**src/rtl/uart_pkg.sv**
```systemverilog
// Shared definitions for the UART blocks: the data byte MSB index, the
// one-hot arbiter state encodings and the default SEND timeout length.
package uart_pkg;

    localparam int D_BIT           = 7;
    localparam int ARB_TIMEOUT_CYC = 100000;

    typedef logic [2:0] arb_state_t;

    localparam arb_state_t ARB_IDLE = 3'b001;
    localparam arb_state_t ARB_SEND = 3'b010;
    localparam arb_state_t ARB_GAP  = 3'b100;

endpackage

```
**src/rtl/uart_tx_arbiter_rr_picker.sv**
```systemverilog
// rr_picker: combinational round-robin selector. Returns the first set bit of
// req searching upward from ptr+1 (wrapping), plus a flag that any bit is set.
// Kept free of UART specifics so other shared resources can reuse it.
module rr_picker #(
    parameter int N_REQ = 2,
    parameter int PW    = $clog2(N_REQ)
) (
    input  logic [N_REQ-1:0] req,
    input  logic [PW-1:0]    ptr,
    output logic [PW-1:0]    winner,
    output logic             any
);

    int best_dist;

    // Pick the requester with the smallest rotational distance past ptr
    always_comb begin
        winner    = ptr;
        best_dist = N_REQ;
        any       = |req;
        for (int i = 0; i < N_REQ; i++) begin
            if (req[i] && (((i + N_REQ - 1 - int'(ptr)) % N_REQ) < best_dist)) begin
                best_dist = (i + N_REQ - 1 - int'(ptr)) % N_REQ;
                winner    = PW'(i);
            end
        end
    end

endmodule

```
**src/rtl/uart_tx_arbiter.sv**
```systemverilog
// uart_tx_arbiter: shares one UART transmitter among N_REQ byte sources with
// round-robin selection. IDLE latches the winning byte, SEND holds tx_start
// until tx_done, GAP drops tx_start for one cycle before the next grant.
// Optional SEND watchdog: define UART_ARB_TIMEOUT_EN.
module uart_tx_arbiter
    import uart_pkg::*;
#(
    parameter int N_REQ       = 2,
    parameter int D_BIT       = uart_pkg::D_BIT,
    parameter int TIMEOUT_CYC = uart_pkg::ARB_TIMEOUT_CYC
) (
    input  logic                       clk,
    input  logic                       reset,
    input  logic [N_REQ-1:0]           req,
    input  logic [N_REQ*(D_BIT+1)-1:0] req_dato,
    output logic [N_REQ-1:0]           grant,
    output logic [N_REQ-1:0]           done,
    output logic [D_BIT:0]             tx_dato_in,
    output logic                       tx_start,
    input  logic                       tx_done,
    output logic                       busy,
    output logic                       tx_timeout
);

    localparam int PW = $clog2(N_REQ);
    localparam int BW = D_BIT + 1;

    arb_state_t        state_reg, state_next;
    logic [PW-1:0]     ptr_reg, ptr_next;
    logic [D_BIT:0]    dato_reg, dato_next;
    logic [PW-1:0]     winner;
    logic              any_req;
    logic [D_BIT:0]    req_byte [N_REQ];
    logic [N_REQ-1:0]  win_onehot, ptr_onehot;
    logic [N_REQ-1:0]  grant_reg, grant_next;
    logic [N_REQ-1:0]  done_reg, done_next;
    logic              timeout_hit;

    rr_picker #(
        .N_REQ (N_REQ),
        .PW    (PW)
    ) u_picker (
        .req    (req),
        .ptr    (ptr_reg),
        .winner (winner),
        .any    (any_req)
    );

    // Unpack requester bytes and decode winner / current owner to one-hot
    for (genvar gi = 0; gi < N_REQ; gi++) begin : g_req
        assign req_byte[gi]   = req_dato[gi*BW +: BW];
        assign win_onehot[gi] = (winner == PW'(gi));
        assign ptr_onehot[gi] = (ptr_reg == PW'(gi));
    end

    // State, round-robin pointer and latched byte; ptr resets so requester 0 wins first
    always_ff @(posedge clk or posedge reset) begin
        if (reset) begin
            state_reg <= ARB_IDLE;
            ptr_reg   <= PW'(N_REQ - 1);
            dato_reg  <= '0;
        end else begin
            state_reg <= state_next;
            ptr_reg   <= ptr_next;
            dato_reg  <= dato_next;
        end
    end

    // Next-state: grant in IDLE, finish SEND on tx_done or watchdog, GAP lasts one cycle
    always_comb begin
        state_next = state_reg;
        ptr_next   = ptr_reg;
        dato_next  = dato_reg;
        case (state_reg)
            ARB_IDLE: begin
                if (any_req) begin
                    state_next = ARB_SEND;
                    ptr_next   = winner;
                    dato_next  = req_byte[winner];
                end
            end
            ARB_SEND: begin
                if (tx_done || timeout_hit) begin
                    state_next = ARB_GAP;
                end
            end
            ARB_GAP:  state_next = ARB_IDLE;
            default:  state_next = ARB_IDLE;
        endcase
    end

    // Outputs: start/busy decode from state; grant/done pulses computed for registering
    always_comb begin
        tx_start   = (state_reg == ARB_SEND);
        busy       = (state_reg != ARB_IDLE);
        grant_next = '0;
        done_next  = '0;
        if (state_reg == ARB_IDLE && any_req) begin
            grant_next = win_onehot;
        end
        if (state_reg == ARB_SEND && tx_done) begin
            done_next = ptr_onehot;
        end
    end

    // Register the one-cycle grant and done pulses
    always_ff @(posedge clk or posedge reset) begin
        if (reset) begin
            grant_reg <= '0;
            done_reg  <= '0;
        end else begin
            grant_reg <= grant_next;
            done_reg  <= done_next;
        end
    end

    assign grant      = grant_reg;
    assign done       = done_reg;
    assign tx_dato_in = dato_reg;

`ifdef UART_ARB_TIMEOUT_EN
    localparam int CNT_W = (TIMEOUT_CYC > 2) ? $clog2(TIMEOUT_CYC) : 1;

    logic [CNT_W-1:0] cnt_reg;
    logic             timeout_reg;

    // SEND dwell counter: zero outside SEND so it restarts on every entry
    always_ff @(posedge clk or posedge reset) begin
        if (reset) begin
            cnt_reg <= '0;
        end else if (state_reg != ARB_SEND) begin
            cnt_reg <= '0;
        end else begin
            cnt_reg <= cnt_reg + 1'b1;
        end
    end

    assign timeout_hit = (state_reg == ARB_SEND) && (cnt_reg == CNT_W'(TIMEOUT_CYC - 1));

    // Abort pulse; a tx_done arriving on the terminal count takes precedence
    always_ff @(posedge clk or posedge reset) begin
        if (reset) begin
            timeout_reg <= 1'b0;
        end else begin
            timeout_reg <= timeout_hit && !tx_done;
        end
    end

    assign tx_timeout = timeout_reg;
`else
    assign timeout_hit = 1'b0;
    assign tx_timeout  = 1'b0;
`endif

endmodule
```
**config.mk**
```make
export PLATFORM = sky130hd
export DESIGN_NAME = uart_tx_arbiter
export DESIGN_NICKNAME = d
export VERILOG_FILES = /design/src/rtl/uart_pkg.sv /design/src/rtl/uart_tx_arbiter_rr_picker.sv /design/src/rtl/uart_tx_arbiter.sv
export SDC_FILE = /design/constraint.sdc
export NUM_CORES = 1
export LEC_CHECK = 0
export BUFFER_PORTS_ARGS = -buffer_cell sky130_fd_sc_hd__buf_2
export CORE_ASPECT_RATIO = 1.25
export CORE_MARGIN = 4
export CORE_UTILIZATION = 30
export CTS_BUF_LIST = sky130_fd_sc_hd__clkbuf_4 sky130_fd_sc_hd__clkbuf_8
export CTS_CLUSTER_DIAMETER = 200
export CTS_CLUSTER_SIZE = 8
export DETAILED_ROUTE_END_ITERATION = 7
export SLEW_MARGIN = 20
export SYNTH_ARGS = -nofsm -noshare
export SYNTH_HDL_FRONTEND = slang
export SYNTH_HIERARCHICAL = 1
export SYNTH_SLANG_ARGS = --single-unit
```
**constraint.sdc**
```tcl
create_clock -name clk -period 3.7 [get_ports clk]
set_input_delay 1.11 -clock clk [delete_from_list [all_inputs] [get_ports clk]]
set_output_delay 1.11 -clock clk [all_outputs]
set_load 0.02 [all_outputs]
```
-- After elaboration in Yosys (flattened, before gate mapping)
Index checks and enable logic that the tools add are counted.
- logic and storage cells: 38
- output and inout bits: 15
- register bits after elaboration: 16
- input bits: 21
- $add $sub $neg: 2
- muxes and demuxes: 11
- bitwise gates (word level): 5
- eq/ne operators: 5
- reductions and logical operators: 7
- order comparisons: 3
- operators with widths (operator ; number):
    < comparator 2 x 32 -> 1 bit ; 1
    two-way mux 32 bit ; 1
    two-way mux 8 bit ; 3
    two-way mux 3 bit ; 2
    one-hot mux 3 bit (2 select lines) ; 1
    logical AND 1 bit ; 4
    two-way mux 2 bit ; 2
    AND reduction 2 bit ; 2
    == test 3 x 1 -> 1 bit, second input constant ; 1
    == test 3 x 2 -> 1 bit, second input constant ; 1
    < comparator 2 x 3 -> 1 bit, second input constant ; 1
    != test 3 x 1 -> 1 bit, second input constant ; 1
    subtractor 2 x 1 -> 3 bit, first input constant ; 1
    AND 1 bit ; 2
    greater-or-equal comparator 2 bit, second input constant ; 1
    two-way mux 1 bit ; 2
    != test 2 x 1 -> 1 bit, second input constant ; 1
    != test 2 bit, second input constant ; 1
    inverter 1 bit ; 2
    inverter 1 -> 2 bit ; 1
    OR reduction 2 bit ; 1
    subtractor 1 x 1 -> 2 bit, first input constant ; 1

-- Longest topological paths before layout
- word-level depth: 12
- mapped depth: 5
- depth with buffers taken out: 4

-- Cells and area by module
The synthesis kept the hierarchy.
- modules (own cells, without submodules) (module ; area each (um^2) ; cells an instance ; times used):
    uart_tx_arbiter ; 749.5 ; 50 ; 1
    rr_picker ; 15.0 ; 3 ; 1

-- Worst setup path before layout
No wires, ideal clock.
- path kind: in2reg
- from: input req[1]
- to: register dato_reg[3] (netlist: tx_dato_in[3])
- stages: 5
- arrival: 2.045 ns
- slack: 1.529 ns
- path through: nor2_1 > a21oi_1 > buf_6 > mux2_1 > mux2_4
- cells in the longest elaborated chain, start to end: 6
- ends and longest elaborated chain (what ; line ; text):
    from (decl) ; uart_tx_arbiter.sv:14 ; input logic [N_REQ-1:0] req,
    logical AND 1 bit ; uart_tx_arbiter_rr_picker.sv:22 ; if (req[i] && (((i + N_REQ - 1 - int'(ptr)) % N_REQ) < best_dist)) begin
    two-way mux 1 bit ; uart_tx_arbiter_rr_picker.sv:22 ;
    via winner ; uart_tx_arbiter.sv:31 ; logic [PW-1:0] winner;
    inverter 1 -> 2 bit (not written as such) ; uart_tx_arbiter.sv:79 ; dato_next = req_byte[winner];
    two-way mux 8 bit (not written as such) (3 in a row) ; uart_tx_arbiter.sv:79 ;
    to (signal assigned) ; uart_tx_arbiter.sv:65 ; dato_reg <= dato_next;
    to (decl) ; uart_tx_arbiter.sv:30 ; logic [D_BIT:0] dato_reg, dato_next;
The timed path passes the listed nets, and every way through them passes these cells. The select of a mux whose other input is x is not followed.
A chain may end at the register's enable or synchronous reset.

-- Worst setup path in the final report
- from: register state_reg[2]
- to: output tx_start
- cells in the longest elaborated chain, start to end: 1
- ends and longest elaborated chain (what ; line ; text):
    from (decl) ; uart_tx_arbiter.sv:28 ; arb_state_t state_reg, state_next;
    from (signal assigned) ; uart_tx_arbiter.sv:63 ; state_reg <= state_next;
    == test 3 x 2 -> 1 bit ; uart_tx_arbiter.sv:94 ; tx_start = (state_reg == ARB_SEND);
    to (decl) ; uart_tx_arbiter.sv:19 ; output logic tx_start,
No other way between the ends.

==> results.json <==
{
  "hold_viol": 0,
  "cts_buffer_depth": 2,
  "relSlewSlack": 0.618,
  "viasPerCell": 4.20,
  "nets": 111,
  "drtIter0Drc": 5,
  "synth_top_area_cell": "dfrtp_1",
  "drtAntennaViolNets": 0,
  "hpwl_um": 1100,
  "status": "complete, no violations",
  "ir_drop_mv": 0.346,
  "crit_path_start": "state_reg[2]",
  "crit_type": "flop to output port",
  "clkPwrFrac": 0.137,
  "pwr-share-seq": 0.369,
  "setup_viol": 0,
  "r2r_cells": 5,
  "cap_violations": 0,
  "p_sw_frac": 0.362,
  "worstPathArrival_ps": 1230,
  "synthesis.area_um2": 764,
  "crit_required_ps": 2590,
  "cts_tree": "done",
  "synth_top_cell_area_share": 0.458,
  "worst_clock_skew_ps": 3.58,
  "synthesis.nets": 74,
  "wl_met1_um": 591,
  "rsz0062_at_grt": "false",
  "holdWs_ps": 510,
  "drc_errors": 0,
  "hp-class": "flop to flop",
  "pwr-share-comb": 0.494,
  "post_cts_resized": 0,
  "clock_sinks": 16,
  "setup.worst_path.start_class": "flop",
  "cts_buffers": 3,
  "die_w_um": 53.2,
  "reg2reg_from": "ptr_reg",
  "cts_setup_buffers": 0,
  "grt-ovfl-total": 0,
  "insertion_delay_ps": 280,
  "yosysMostFrequentCell": "dfrtp_1",
  "finalCriticalPeriod_ps": 2340,
  "place_area_um2": 950,
  "synth_area_per_cell_um2": 14.4,
  "wl_per_cell_um": 11.6,
  "drive_above_1_share": 0.607,
  "slew_viol_final": 0,
  "finalCritPeriodShare": 0.633,
  "grt_pass1_vias": 555,
  "tns_ps": 0,
  "synth_common_cells": "14 x dfrtp_1, 8 x mux2_4, 6 x mux2_1",
  "die-area_um2": 3420,
  "synth_edf_count": 0,
  "ys_async_sr_fraction": 1.00,
  "path_clk_slew_ps": 90,
  "fp.dieH_um": 64.4,
  "highest_layer": "met3",
  "largest_reg_flops": 8,
  "start_util": 0.315,
  "vias": 513,
  "dominantRegCellSynth": "dfrtp_1",
  "areaGrowthSynthToFinish_pct": 29.0,
  "h-tree-depth": 1,
  "ys_types": 21,
  "dr.pass1.iters": 2,
  "io_buffers": 34,
  "leakage_uw": 0.000517,
  "stdcell_area_um2": 986,
  "rows": 20,
  "synth_seq_area_share": 0.527,
  "antenna-diode-count": 0,
  "min_path_cells": 1,
  "grtUsageTotal": 0.0957,
  "min-delay-start": "tx_dato_in[2]",
  "wl_met2_um": 687,
  "met3_length_um": 137,
  "antenna_found_initial": 0,
  "timing.fmax_mhz": 427,
  "ios": 36,
  "yosysWarnings": 6,
  "synthTopCellsByArea": "dfrtp_1 46%, mux2_4 16%, mux2_1 8.8%",
  "synth-seq-cells": 16,
  "netlist_instances": 53,
  "root_buffer": "clkbuf_4",
  "powerDensity_nw_per_um2": 827,
  "cp_max_fo": 6,
  "end_kind": "output port",
  "place.gp.congestion": 0.652,
  "p_switching_uw": 295,
  "routed_wl_um": 1420,
  "p_int_uw": 521,
  "cts_hold_buffers": 0,
  "grt_pass1_wl_um": 2440,
  "worst_pin_slew_ps": 572,
  "core-area_um2": 2430,
  "grt_max_degree": 17
}
cell families after synthesis:
family,share of synthesized area
simple gates,0.108
flops,0.527
buf+inv,0.0540
other cells,0.00491
compound gates,0.0164
mux,0.290
worst max-delay path: stages (launching register included):
cell and delay (ps):
dfrtp_1 410, nor3b_2 320, buf_2 230
power groups by stage:
stage               sequential [uW]  combinational (uW)  clock, uW
global placement                304                 403          0
detailed placement              303                 412          0
floorplan                       369                 252          0
CTS                             303                 411        117
finish                          301                 403        112
global route                    314                 436        128
layout make-up:
type	count	area (um2)
Clock buffer	4	36.3
Multi-Input combinational cell	32	320
Sequential cell	16	403
Timing Repair Buffer	35	178
Inverter	2	7.51
Fill cell	250	1440
Tap cell	33	41.3
placed cells by master (no fill, tap or decap), drive strengths merged:
master | synthesis | final
nor3b | 2 | 2
and2 | 2 | 2
clkbuf | 0 | 4
inv | 2 | 2
a21oi | 1 | 1
buf | 3 | 35
a21o | 1 | 1
conb | 1 | 1
and4bb | 1 | 1
nor2 | 3 | 3
dfrtp | 14 | 14
or2 | 1 | 1
dfstp | 2 | 2
nor2b | 1 | 1
and3 | 1 | 1
nand2 | 1 | 1
mux2 | 17 | 17
through the flow:
step                      power (uW)  utilization  setup slack [ps]  cells
after floorplan                  621            -              1530     53
after global placement           707        0.391              1400    118
after detailed placement         715        0.391              1370    118
after CTS                        831        0.406              1340    122
after global routing             878        0.406              1300    122
final                            816        0.406              1360    122
path summary, 6_finish.rpt:
kind                       slack (ps)       endpoint
max                              1360       tx_start
min                               510  tx_dato_in[2]
max reg2reg                      1990  tx_dato_in[2]
min reg2reg                       510  tx_dato_in[2]
max in group asynchronous        2450   state_reg[0]
min in group asynchronous         870  tx_dato_in[6]
layer usage:
metal,global-route usage,vias up
li1,-,250
met1,0.118,238
met2,0.157,25
met3,0.0230,0
met4,0.0383,0
met5,0,-
No activity file was read; power rests on OpenSTA's default activity.
